===== config.mk =====
export PLATFORM = sky130hd
export DESIGN_NAME = alu_mem_sequencer
export DESIGN_NICKNAME = d
export VERILOG_FILES = /design/src/rtl/alu_mem_sequencer.sv
export SDC_FILE = /design/constraint.sdc
export NUM_CORES = 1
export LEC_CHECK = 0
export BUFFER_PORTS_ARGS = -buffer_cell sky130_fd_sc_hd__buf_2
export CAP_MARGIN = 30
export CORE_MARGIN = 5
export CORE_UTILIZATION = 25
export CTS_BUF_LIST = sky130_fd_sc_hd__clkbuf_2 sky130_fd_sc_hd__clkbuf_4 sky130_fd_sc_hd__clkbuf_8
export CTS_CLUSTER_DIAMETER = 100
export DETAILED_ROUTE_END_ITERATION = 12
export GPL_TIMING_DRIVEN = 0
export HOLD_SLACK_MARGIN = 0.08
export PLACE_DENSITY = 0.4
export SETUP_SLACK_MARGIN = 0.5
export SLEW_MARGIN = 5
export SYNTH_ARGS = -nofsm -noshare
export SYNTH_HDL_FRONTEND = slang
export SYNTH_SLANG_ARGS = --single-unit

===== constraint.sdc =====
create_clock -name clk_i -period 5.4 [get_ports clk_i]
set_clock_uncertainty 0.05 [all_clocks]
set_input_delay 0.54 -clock clk_i [delete_from_list [all_inputs] [get_ports clk_i]]
set_output_delay 0.54 -clock clk_i [all_outputs]
set_load 0.05 [all_outputs]

===== src/rtl/alu_mem_sequencer.sv =====
// alu_mem_sequencer: walks NUM_CMDS {A, B, oper, ctrl} command slots through an ALU and streams the results.
// Ports: clk_i, rst_ni (async, active-low); wr_en_i/wr_addr_i/wr_data_i host word writes, dropped while busy;
//  start_i/busy_o/done_o sequence control; res_valid_o/res_ready_i/res_data_o/res_idx_o/res_err_o result stream;
//  acc_out_o running sum of handshaken results, built only with ALU_SEQ_ACCUM_EN defined (otherwise tied to 0).
module alu_mem_sequencer #(
  parameter int DATA_WIDTH = 8,
  parameter int NUM_CMDS = 4,
  localparam int ADDR_WIDTH = $clog2(4*NUM_CMDS),
  localparam int IDX_WIDTH = (NUM_CMDS > 1) ? $clog2(NUM_CMDS) : 1
) (
  input  logic                    clk_i,
  input  logic                    rst_ni,
  input  logic                    wr_en_i,
  input  logic [ADDR_WIDTH-1:0]   wr_addr_i,
  input  logic [DATA_WIDTH-1:0]   wr_data_i,
  input  logic                    start_i,
  output logic                    busy_o,
  output logic                    done_o,
  output logic                    res_valid_o,
  input  logic                    res_ready_i,
  output logic [2*DATA_WIDTH-1:0] res_data_o,
  output logic [IDX_WIDTH-1:0]    res_idx_o,
  output logic                    res_err_o,
  output logic [2*DATA_WIDTH-1:0] acc_out_o
);
  localparam int RW = 2*DATA_WIDTH;
  localparam int SHW = $clog2(RW);
  typedef enum logic [2:0] {IDLE, RD_A, RD_B, RD_OPER, RD_EXEC, COMPUTE, OUTPUT, DONE} state_e;
  state_e state_q;
  logic [DATA_WIDTH-1:0] mem_q [4*NUM_CMDS];
  logic [DATA_WIDTH-1:0] a_q, b_q, rd_word;
  logic [2:0] op_q;
  logic [IDX_WIDTH-1:0] slot_q, res_idx_q;
  logic [1:0] word_sel;
  logic [ADDR_WIDTH-1:0] rd_addr;
  logic [RW-1:0] a_x, b_x, res_d, res_data_q;
  logic busy_q, done_q, res_valid_q, res_err_q, last_slot;
  // Each read state fetches its own word of the current slot: A, B, oper, ctrl.
  assign word_sel = state_q == RD_B ? 2'd1 : state_q == RD_OPER ? 2'd2 : state_q == RD_EXEC ? 2'd3 : 2'd0;
  assign rd_addr = ADDR_WIDTH'({slot_q, word_sel});
  assign rd_word = mem_q[rd_addr];
  assign last_slot = slot_q == IDX_WIDTH'(NUM_CMDS-1);
  assign a_x = RW'(a_q);
  assign b_x = RW'(b_q);
  always_comb
    res_d = op_q == 3'd0 ? a_x + b_x :
            op_q == 3'd1 ? a_x - b_x :
            op_q == 3'd2 ? a_x * b_x :
            op_q == 3'd3 ? a_x & b_x :
            op_q == 3'd4 ? a_x | b_x :
            op_q == 3'd5 ? a_x ^ b_x :
            op_q == 3'd6 ? a_x << b_q[SHW-1:0] : '0;
  // Host writes land only while idle, so a running sequence always sees a frozen command table.
  always_ff @(posedge clk_i or negedge rst_ni)
    if (!rst_ni) for (int i = 0; i < 4*NUM_CMDS; i++) mem_q[i] <= '0;
    else if (wr_en_i && !busy_q) mem_q[wr_addr_i] <= wr_data_i;
  always_ff @(posedge clk_i or negedge rst_ni)
    if (!rst_ni) begin
      state_q <= IDLE;
      slot_q <= '0;
      a_q <= '0;
      b_q <= '0;
      op_q <= '0;
      busy_q <= 1'b0;
      done_q <= 1'b0;
      res_valid_q <= 1'b0;
      res_data_q <= '0;
      res_idx_q <= '0;
      res_err_q <= 1'b0;
    end else
      case (state_q)
        IDLE: if (start_i) begin
          state_q <= RD_A;
          slot_q <= '0;
          busy_q <= 1'b1;
        end
        RD_A: begin
          a_q <= rd_word;
          state_q <= RD_B;
        end
        RD_B: begin
          b_q <= rd_word;
          state_q <= RD_OPER;
        end
        RD_OPER: begin
          op_q <= rd_word[2:0];
          state_q <= RD_EXEC;
        end
        RD_EXEC: if (rd_word[0]) state_q <= COMPUTE;
        else begin
          state_q <= last_slot ? DONE : RD_A;
          done_q <= last_slot;
          slot_q <= last_slot ? slot_q : slot_q + 1'b1;
        end
        COMPUTE: begin
          res_data_q <= res_d;
          res_err_q <= op_q == 3'd7;
          res_idx_q <= slot_q;
          res_valid_q <= 1'b1;
          state_q <= OUTPUT;
        end
        OUTPUT: if (res_ready_i) begin
          res_valid_q <= 1'b0;
          state_q <= last_slot ? DONE : RD_A;
          done_q <= last_slot;
          slot_q <= last_slot ? slot_q : slot_q + 1'b1;
        end
        DONE: begin
          done_q <= 1'b0;
          busy_q <= 1'b0;
          state_q <= IDLE;
        end
      endcase
  assign busy_o = busy_q;
  assign done_o = done_q;
  assign res_valid_o = res_valid_q;
  assign res_data_o = res_data_q;
  assign res_idx_o = res_idx_q;
  assign res_err_o = res_err_q;
`ifdef ALU_SEQ_ACCUM_EN
  logic [RW-1:0] acc_q;
  // Illegal ops already carry a zero result, so they add nothing.
  always_ff @(posedge clk_i or negedge rst_ni)
    if (!rst_ni) acc_q <= '0;
    else if (state_q == IDLE && start_i) acc_q <= '0;
    else if (state_q == OUTPUT && res_ready_i) acc_q <= acc_q + res_data_q;
  assign acc_out_o = acc_q;
`else
  assign acc_out_o = '0;
`endif
endmodule


==> impl_results.md, run 1 <==
- TritonRoute pass-1 iters: 6
- First-pass GRT wire length: roughly 60000 um
- Final Cell Area: between 0.01 and 0.015 mm^2
- Final #Nets: approximately 1.4k
- Number of synthesized flops with an enable pin: 0
- # setup viols final: 0
- Post-route ant nets: 0
- Syn-to-layout area delta: 16.2%
- Pwr Density: approximately 500 mW/mm^2
- I/O Buffers: 36
- Final worst-path setup slack: 0.698 ns
- Setup TNS: 0 ns
- DIE AREA: between 0.04 and 0.05 mm^2
- GRT Total Usage: between 10% and 20%
- Hold Startpoint: wr_data_i[3]
- Cell Count, Final, Fillers Out: approximately 1.9k
- Grt total ovfl: 0
- Core region area: between 0.04 and 0.05 mm^2
- DRC violations left: 0
- Hold Path End: mem_q[19]$_DFFE_PN0P_
- RD Place Congestion: 0.861
- Status: finished, final reports clean
- CTS tree: built
- Fillers: a little under 5k
- CTS clk-pin slew, worst paths: about 0.10 ns
- DRT iter0 DRCs: roughly 580
- Vias per cell: just under 5
- Max Fanout on Critical Path: 7
- Placed insts: around 1.8k
- Register area share after synthesis: around a third
- Crit Path Category: register to register
- Clock sinks: about 160
- Hold Crit Class: input port to register
- Row Count: between 70 and 80
- LEAKAGE: 6.10 nW
- Fmax: 0.213 GHz
- Met1 Routed Length: 17700 um
- Distinct cells, synth: 74
- Worst r2r dst: res_data_o[11]$_DFFE_PN0P_
- Post-layout minimum cycle time: roughly 4.7 ns
- Overall die width: around 220 um
- Synth Register Bits: 158
- Diode count: 0
- Worst-Skew Late Latency: just under 0.5 ns
- Initial antenna violation count: 0
- Worst VDD drop: 198 uV
- Starting Density: approximately 25%
- Worst EP arrival: between 5 and 6 ns
- Worst setup SP type: register
- WL final: around 39000 um
- Netlist Area Pre-Place: between 0.01 and 0.015 mm^2
- DR WL/cell: 21.0 um
- Worst path top cell family by delay: adder cells
- Max incr delay on CP: 0.53 ns
- Top sig layer: met4
- Slew of the pin with the lowest slew margin: 0.977 ns
- Vias in the first global route: approximately 9.5k
- Root buf cell: clkbuf_8
- Async S/R FF share, synth: 100%
- RSZ-0062 raised after global routing: true
- Main synth FF type: dfrtp_1
- Via count: about 9k
- Bufs and invs on worst path: 3
- Met2 WL post-DR: ~19000 um
- Fin. Hold Viols: 0
- HPWL after DPL: a little under 30000 um
- Max-slew violations: 0
- Ports: 55
- Worst-case hold slack: about 0.26 ns
- Layout cells sized above 1: approximately 25%
- Largest net degree at the start of global routing: between 80 and 90
- Setup WS pre-CTS: -0.0628 ns
- CP startpoint: a_q[2]$_DFFE_PN0P_
- Max_cap viols: 0
- Final worst-path cycle share: slightly below 90%
- Clock Path Buffers: 2
- R2R Setup Slk: around 0.70 ns
- Reg2Reg Launch Point: a_q[2]$_DFFE_PN0P_
- Reg2Reg Depth: 15
- Chip Height: ~220 um
- Slew margin rel.: 34.9%
- Htree depth: 4
- Clock buffer count from CTS: 17
- Synthesized area per cell: between 9 and 10 um^2
- CP cell instances: buf_4 -> ha_1 -> fa_1 -> fa_1 -> ha_1 -> inv_1 -> fa_1 -> inv_1 -> ha_1 -> nor2b_1 -> o31a_1 -> o221a_2 -> o21a_1 -> o311ai_1 -> a32o_1
- Crit path capture type: register
- Worst Hold Depth: 2
- Slowest cell on crit path: fa_1
- Gate Count Post-Synth: about 1.1k
- Area after DPL: about 0.012 mm^2
- Yosys warns: 0
- Met3 wire length: ~1500 um
- Worst Path Required: 5.79 ns
==> cells in the mapped netlist (4+ instances only) <==
library cell | count | share of area [%]
o21ai_0 | 41 | 1.8
o21ai_1 | 18 | 0.80
nor3_1 | 13 | 0.57
xor2_1 | 4 | 0.31
a22o_1 | 4 | 0.31
mux4_2 | 10 | 2.0
nor2_1 | 104 | 3.4
o221ai_1 | 5 | 0.39
a31oi_1 | 16 | 0.88
and2_1 | 6 | 0.33
buf_4 | 19 | 1.3
inv_1 | 78 | 2.6
o211ai_1 | 10 | 0.66
a211oi_1 | 7 | 0.46
a21o_1 | 6 | 0.40
and3_1 | 8 | 0.44
o31ai_1 | 5 | 0.33
o21a_1 | 5 | 0.33
clkbuf_1 | 32 | 1.1
a21oi_1 | 49 | 2.2
fa_1 | 38 | 6.7
a221oi_1 | 17 | 1.3
buf_1 | 6 | 0.20
buf_2 | 21 | 0.93
mux2_2 | 114 | 11
nor2b_1 | 15 | 0.83
nand3_1 | 10 | 0.44
o22ai_1 | 22 | 1.2
mux2_1 | 9 | 0.89
nand4_1 | 7 | 0.39
nand2b_1 | 9 | 0.50
a2bb2oi_1 | 13 | 1.0
nand2_1 | 84 | 2.8
ha_1 | 62 | 6.8
a221o_1 | 6 | 0.53
a22oi_1 | 6 | 0.40
mux2i_1 | 36 | 3.2
or3_1 | 4 | 0.22
xnor2_1 | 5 | 0.39
dfrtp_1 | 158 | 35
==> final cells by class <==
| cell class | instances | area, um^2 | share of cell area (%) |
|---|---|---|---|
| Buffer | 81 | 452 | 3.43 |
| Tap cell | 600 | 751 | 5.70 |
| Inverter | 82 | 344 | 2.61 |
| Sequential cell | 158 | 3970 | 30.2 |
| Timing Repair Buffer | 66 | 445 | 3.38 |
| Clock inverter | 14 | 215 | 1.63 |
| Clock buffer | 18 | 248 | 1.88 |
| Multi-Input combinational cell | 836 | 6740 | 51.2 |
==> cell families after synthesis <==
family                   after synthesis  share of synthesized area [%]
AO/OA/AOI/OAI                        260                           15.5
XOR/XNOR                               9                          0.696
adder cells (fa/ha/maj)              100                           13.6
buffers and inverters                163                           6.46
flip-flops                           158                           34.9
multiplexers                         169                           17.4
other                                  1                         0.0331
AND/OR/NAND/NOR                      282                           11.4
==> registers in the layout (all words and copies together), names as in the netlist, 2 cells and up <==
register    flops
state_q         3
mem_q         112
slot_q          2
res_data_o     16
op_q            3
b_q             8
a_q             8
res_idx_o       2
==> layer usage <==
metal,vias up,track usage [%]
met2,205,26.2
met1,4661,21.1
met3,53,2.09
met5,-,0
li1,4257,-
met4,0,4.60
==> worst reg2reg max path, stage by stage, from the launching register on <==
cell and delay (ns):
dfrtp_2 0.43, buf_4 0.17, ha_1 0.33, fa_1 0.45, fa_1 0.49, ha_1 0.29
inv_1 0.05, fa_1 0.53, inv_1 0.05, ha_1 0.33, nor2b_1 0.18, o31a_1 0.28
o221a_2 0.30, o21a_1 0.21, o311ai_1 0.28, a32o_1 0.21
==> cells in the final DEF, fill, tap and decap left out, types with 12 or more instances in the layout <==
cell	count
dfrtp_2	13
buf_2	56
inv_1	65
a221oi_1	17
clkbuf_8	18
o21ai_1	19
clkbuf_1	29
a21oi_1	49
a2bb2oi_1	13
nor2b_1	15
nor2_1	102
nand2_1	84
fa_1	38
mux2_2	114
buf_4	45
o22ai_1	22
ha_1	58
a31oi_1	16
dfrtp_1	145
nor3_1	12
mux2i_1	36
o21ai_0	40
conb_1	16
==> power by group <==
group          internal (mW)  switching (mW)  total, mW  leakage, nW
combinational           1.34            2.32       3.66         3.74
sequential              1.53           0.282       1.81         2.12
clock                  0.535           0.521       1.06        0.235
total                   3.41            3.12       6.53         6.10
==> metrics by stage <==
stage / power (mW) / util (%)
after floorplan: 4.14 / -
after global placement: 5.33 / 27.3
after detailed placement: 5.32 / 27.4
after CTS: 6.47 / 28.8
after global routing: 7.00 / 29.2
final: 6.53 / 29.2
==> worst max-delay path by stage <==
| stage | to | slack, ns | cells after the start |
|---|---|---|---|
| floorplan | res_data_o[12]$_DFFE_PN0P_ | 0.74 | 16 |
| global placement | res_data_o[10]$_DFFE_PN0P_ | -0.12 | 16 |
| detailed placement | res_data_o[10]$_DFFE_PN0P_ | -0.06 | 16 |
| CTS | res_data_o[12]$_DFFE_PN0P_ | 0.54 | 16 |
| global route | res_data_o[12]$_DFFE_PN0P_ | 0.50 | 16 |
| finish | res_data_o[11]$_DFFE_PN0P_ | 0.70 | 15 |
==> what timing repair did <==
item,CTS,global route
pin swaps,0,1
buffers inserted,9,18
hold endpoints to repair,71,0
hold buffers,1,0
gates resized for setup,32,27
setup endpoints to repair,9,7
Power figures use the tool's default switching activity.
==> run 2, diff against run 1 <==
Settings changed: ABC_AREA from default to 1, CORE_UTILIZATION 25 to 23, PLACE_DENSITY 0.4 to 0.38.
==> run 2 against run 1 <==
- routed wire length rose by 7.2%
- critical endpoint is now res_data_o[7]$_DFFE_PN0P_
- die area rose by 14%
- fmax rose by 1.4%
- hold slack got worse by 0.041 ns
==> impl_results.md, run 2 <==
- HPWL after DPL: ~32000 um
- GRT Total Usage: ~15%
- Via count: around 11k
- Fillers: 5788
- Reg2Reg Depth: 18
- Initial antenna violation count: 1
- Fmax: 0.216 GHz
- Max_cap viols: 0
- Starting Density: around a quarter
- Slew of the pin with the lowest slew margin: between 0.8 and 0.9 ns
- CTS tree: built
- Largest Register: mem_q
- Commonest non-fill, non-tap cell in the layout: nand2_1
- Setup TNS: 0 ns
- Reg2Reg Launch Point: b_q[3]$_DFFE_PN0P_
- Sequential Area: between 0.004 and 0.005 mm^2
- DRT iter0 DRCs: 648
- Max Fanout on Critical Path: 10
- Hold Startpoint: start_i
- Yosys warns: 0
- I/O Buffers: 36
- Worst Path Required: approximately 5.8 ns
- Setup WS pre-CTS: about 0.19 ns
- Register area share after synthesis: a little over a third
- Status: finished, final reports clean
- Chip Height: approximately 240 um
- Slowest cell on crit path: fa_1
- Post-route ant nets: 0
- Worst VDD drop: 156 uV
- Main synth FF type: dfrtp_1
- Syn-to-layout area delta: 13.3%
- Vias per cell: ~4.5
- RD Place Congestion: ~0.86
- Setup Buffers After CTS: 0
- WL final: 41700 um
- Synth Register Bits: between 150 and 200
- Synth top area share: a little over a third
- Ports: 55
- Clock buffer count from CTS: 17
- Final worst-path setup slack: around 0.76 ns
- Slew margin rel.: 40.9%
- Clock Path Buffers: 2
- Grt total ovfl: 0
- DR WL/cell: around 18 um
- Hold Path End: busy_o$_DFFE_PN0P_
- Post-layout minimum cycle time: roughly 4.6 ns
- Diode count: 0
- Number of synthesized flops with an enable pin: 0
- Synthesized area per cell: 7.42 um^2
- Worst setup SP type: register
- RSZ-0062 raised after global routing: false
- Overall die width: 238 um
- CP cell instances: clkbuf_2 -> buf_4 -> nand2_1 -> inv_1 -> fa_1 -> fa_1 -> inv_1 -> fa_1 -> fa_1 -> inv_1 -> ha_2 -> a21oi_2 -> o21ai_1 -> or2_2 -> a22oi_2 -> nand3_1 -> nor2_1 -> nor2_1
- Crit-path most repeated cell: fa_1
- Row Count: between 80 and 90
- DRC violations left: 0
- Hold Crit Class: input port to register
- Fin. Hold Viols: 0
- Pwr Density: 500 mW/mm^2
- Worst r2r dst: res_data_o[7]$_DFFE_PN0P_
- Synth area leaders: dfrtp_1 36%, nand2_1 14%, o21ai_0 7.5%
- Gate Count Post-Synth: roughly 1.6k
- Worst path top cell family by delay: adder cells
- Most used standard cell by instance count after synthesis: nand2_1
- Bufs and invs on worst path: 5
- Worst Hold Depth: 3
- R2R Setup Slk: 0.76 ns
- CTS clk-pin slew, worst paths: about 0.10 ns
- Vias in the first global route: between 10k and 15k
- Max incr delay on CP: between 0.5 and 0.6 ns
- Dominant cell type by area after synthesis: dfrtp_1
- Largest net degree at the start of global routing: 96
- LEAKAGE: roughly 7.0 nW
- # setup viols final: 0
- Core region area: 0.0514 mm^2
- Worst-Skew Late Latency: roughly 0.50 ns
- Htree depth: 4
- Netlist Area Pre-Place: about 0.012 mm^2
- Final #Nets: approximately 1.8k
- Clock sinks: around 170
- Synth cell count leaders: 453 x nand2_1, 183 x inv_1, 179 x o21ai_0, 174 x dfrtp_1, 133 x nor2_1
- Multi-input logic area: 0.00643 mm^2
- Root buf cell: clkbuf_8
- Max FFs per register: between 100 and 150
- DIE AREA: approximately 0.057 mm^2
- Crit Path Category: register to register
- First-pass GRT wire length: around 65000 um
- Async S/R FF share, synth: 100%
- Max-slew violations: 0
- Crit path capture type: register
- TritonRoute pass-1 iters: 5
- Most frequent cells in the layout: 453 x nand2_1, 183 x inv_1, 175 x o21ai_0
- Layout cells sized above 1: under 10%
- Final worst-path cycle share: around 86%
- Worst EP arrival: around 5 ns
- Distinct cells, synth: 48
## run 2: changes by cell type after synthesis, sizes merged, moves of 19 or more
cell | previous run | this run
o211ai | 10 | 29
nand2 | 84 | 457
mux2 | 123 | 0
nor2 | 104 | 136
clkbuf | 32 | 51
inv | 81 | 188
o21ai | 59 | 207
mux2i | 36 | 0
nand3 | 10 | 101
o22ai | 23 | 1
a21oi | 49 | 30
## run 2: repair_timing
action / CTS / global route
pin swaps: 1 / 1
hold buffers: 1 / 0
setup endpoints to repair: 9 / 9
hold endpoints to repair: 79 / 0
gates resized for setup: 9 / 25
## run 2: cell type report
| type | count | area share [%] |
|---|---|---|
| inverters | 192 | 5.35 |
| clock inverters | 12 | 1.12 |
| clock buffers | 19 | 1.88 |
| multi-input cells | 1166 | 47.4 |
| repair buffers | 39 | 1.72 |
| plain buffers | 98 | 4.21 |
| well taps | 680 | 6.27 |
| flip-flops and latches | 174 | 32.1 |
## run 2: per-layer routing
layer	up-vias	wire length, um	global-route usage [%]
li1	5285	-	-
met1	5072	19400	19.8
met2	190	19600	24.7
met3	63	1300	1.95
met4	0	1360	4.92
met5	-	0	0
## run 2: power breakdown
part / switching [mW] / internal (mW) / total (mW)
Clock: 0.565 / 0.440 / 1.01
Combinational: 2.61 / 1.17 / 3.78
Sequential: 0.274 / 1.72 / 2.00
Total: 3.45 / 3.33 / 6.79
## run 2: worst max-delay path by stage
stage / startpoint / end / cells past startpoint
2_1_floorplan: b_q[3]$_DFFE_PN0P_ / res_data_o[12]$_DFFE_PN0P_ / 21
3_3_place_gp: b_q[3]$_DFFE_PN0P_ / res_data_o[7]$_DFFE_PN0P_ / 18
3_5_place_dp: b_q[3]$_DFFE_PN0P_ / res_data_o[7]$_DFFE_PN0P_ / 18
4_1_cts: b_q[3]$_DFFE_PN0P_ / res_data_o[7]$_DFFE_PN0P_ / 18
5_1_grt: b_q[3]$_DFFE_PN0P_ / res_data_o[8]$_DFFE_PN0P_ / 21
6_report: b_q[3]$_DFFE_PN0P_ / res_data_o[7]$_DFFE_PN0P_ / 18
## run 2: cells by family (layout without fill, tap and decap cells)
kind of cell / count (synthesis) / count (layout) / share of synthesized area (%)
fa+ha+maj: 100 / 100 / 12.8
flops: 174 / 174 / 36.3
simple gates: 756 / 756 / 26.4
other cells: 1 / 16 / 0.0313
xor+xnor: 7 / 7 / 0.512
compound gates: 287 / 287 / 13.3
buf+inv: 290 / 360 / 10.6
## run 2: tightest hold or removal path: stages
cell and delay, ns:
buf_2 0.09, nand2_1 0.05, nand2_1 0.05
## run 2: stage by stage
| stage | util (%) | instances | instance area, um^2 | power [mW] | hold slack (ns) |
|---|---|---|---|---|---|
| final | 26.4 | 2380 | 13600 | 6.79 | 0.214 |
| after global routing | 26.4 | 2380 | 13600 | 7.41 | 0.204 |
| after CTS | 26.3 | 2380 | 13500 | 6.88 | 0.181 |
| after detailed placement | 25.5 | 2348 | 13100 | 5.82 | 0.411 |
| after global placement | 25.4 | 2346 | 13100 | 5.82 | 0.408 |
| after floorplan | - | 1630 | 12000 | 4.56 | 0.194 |
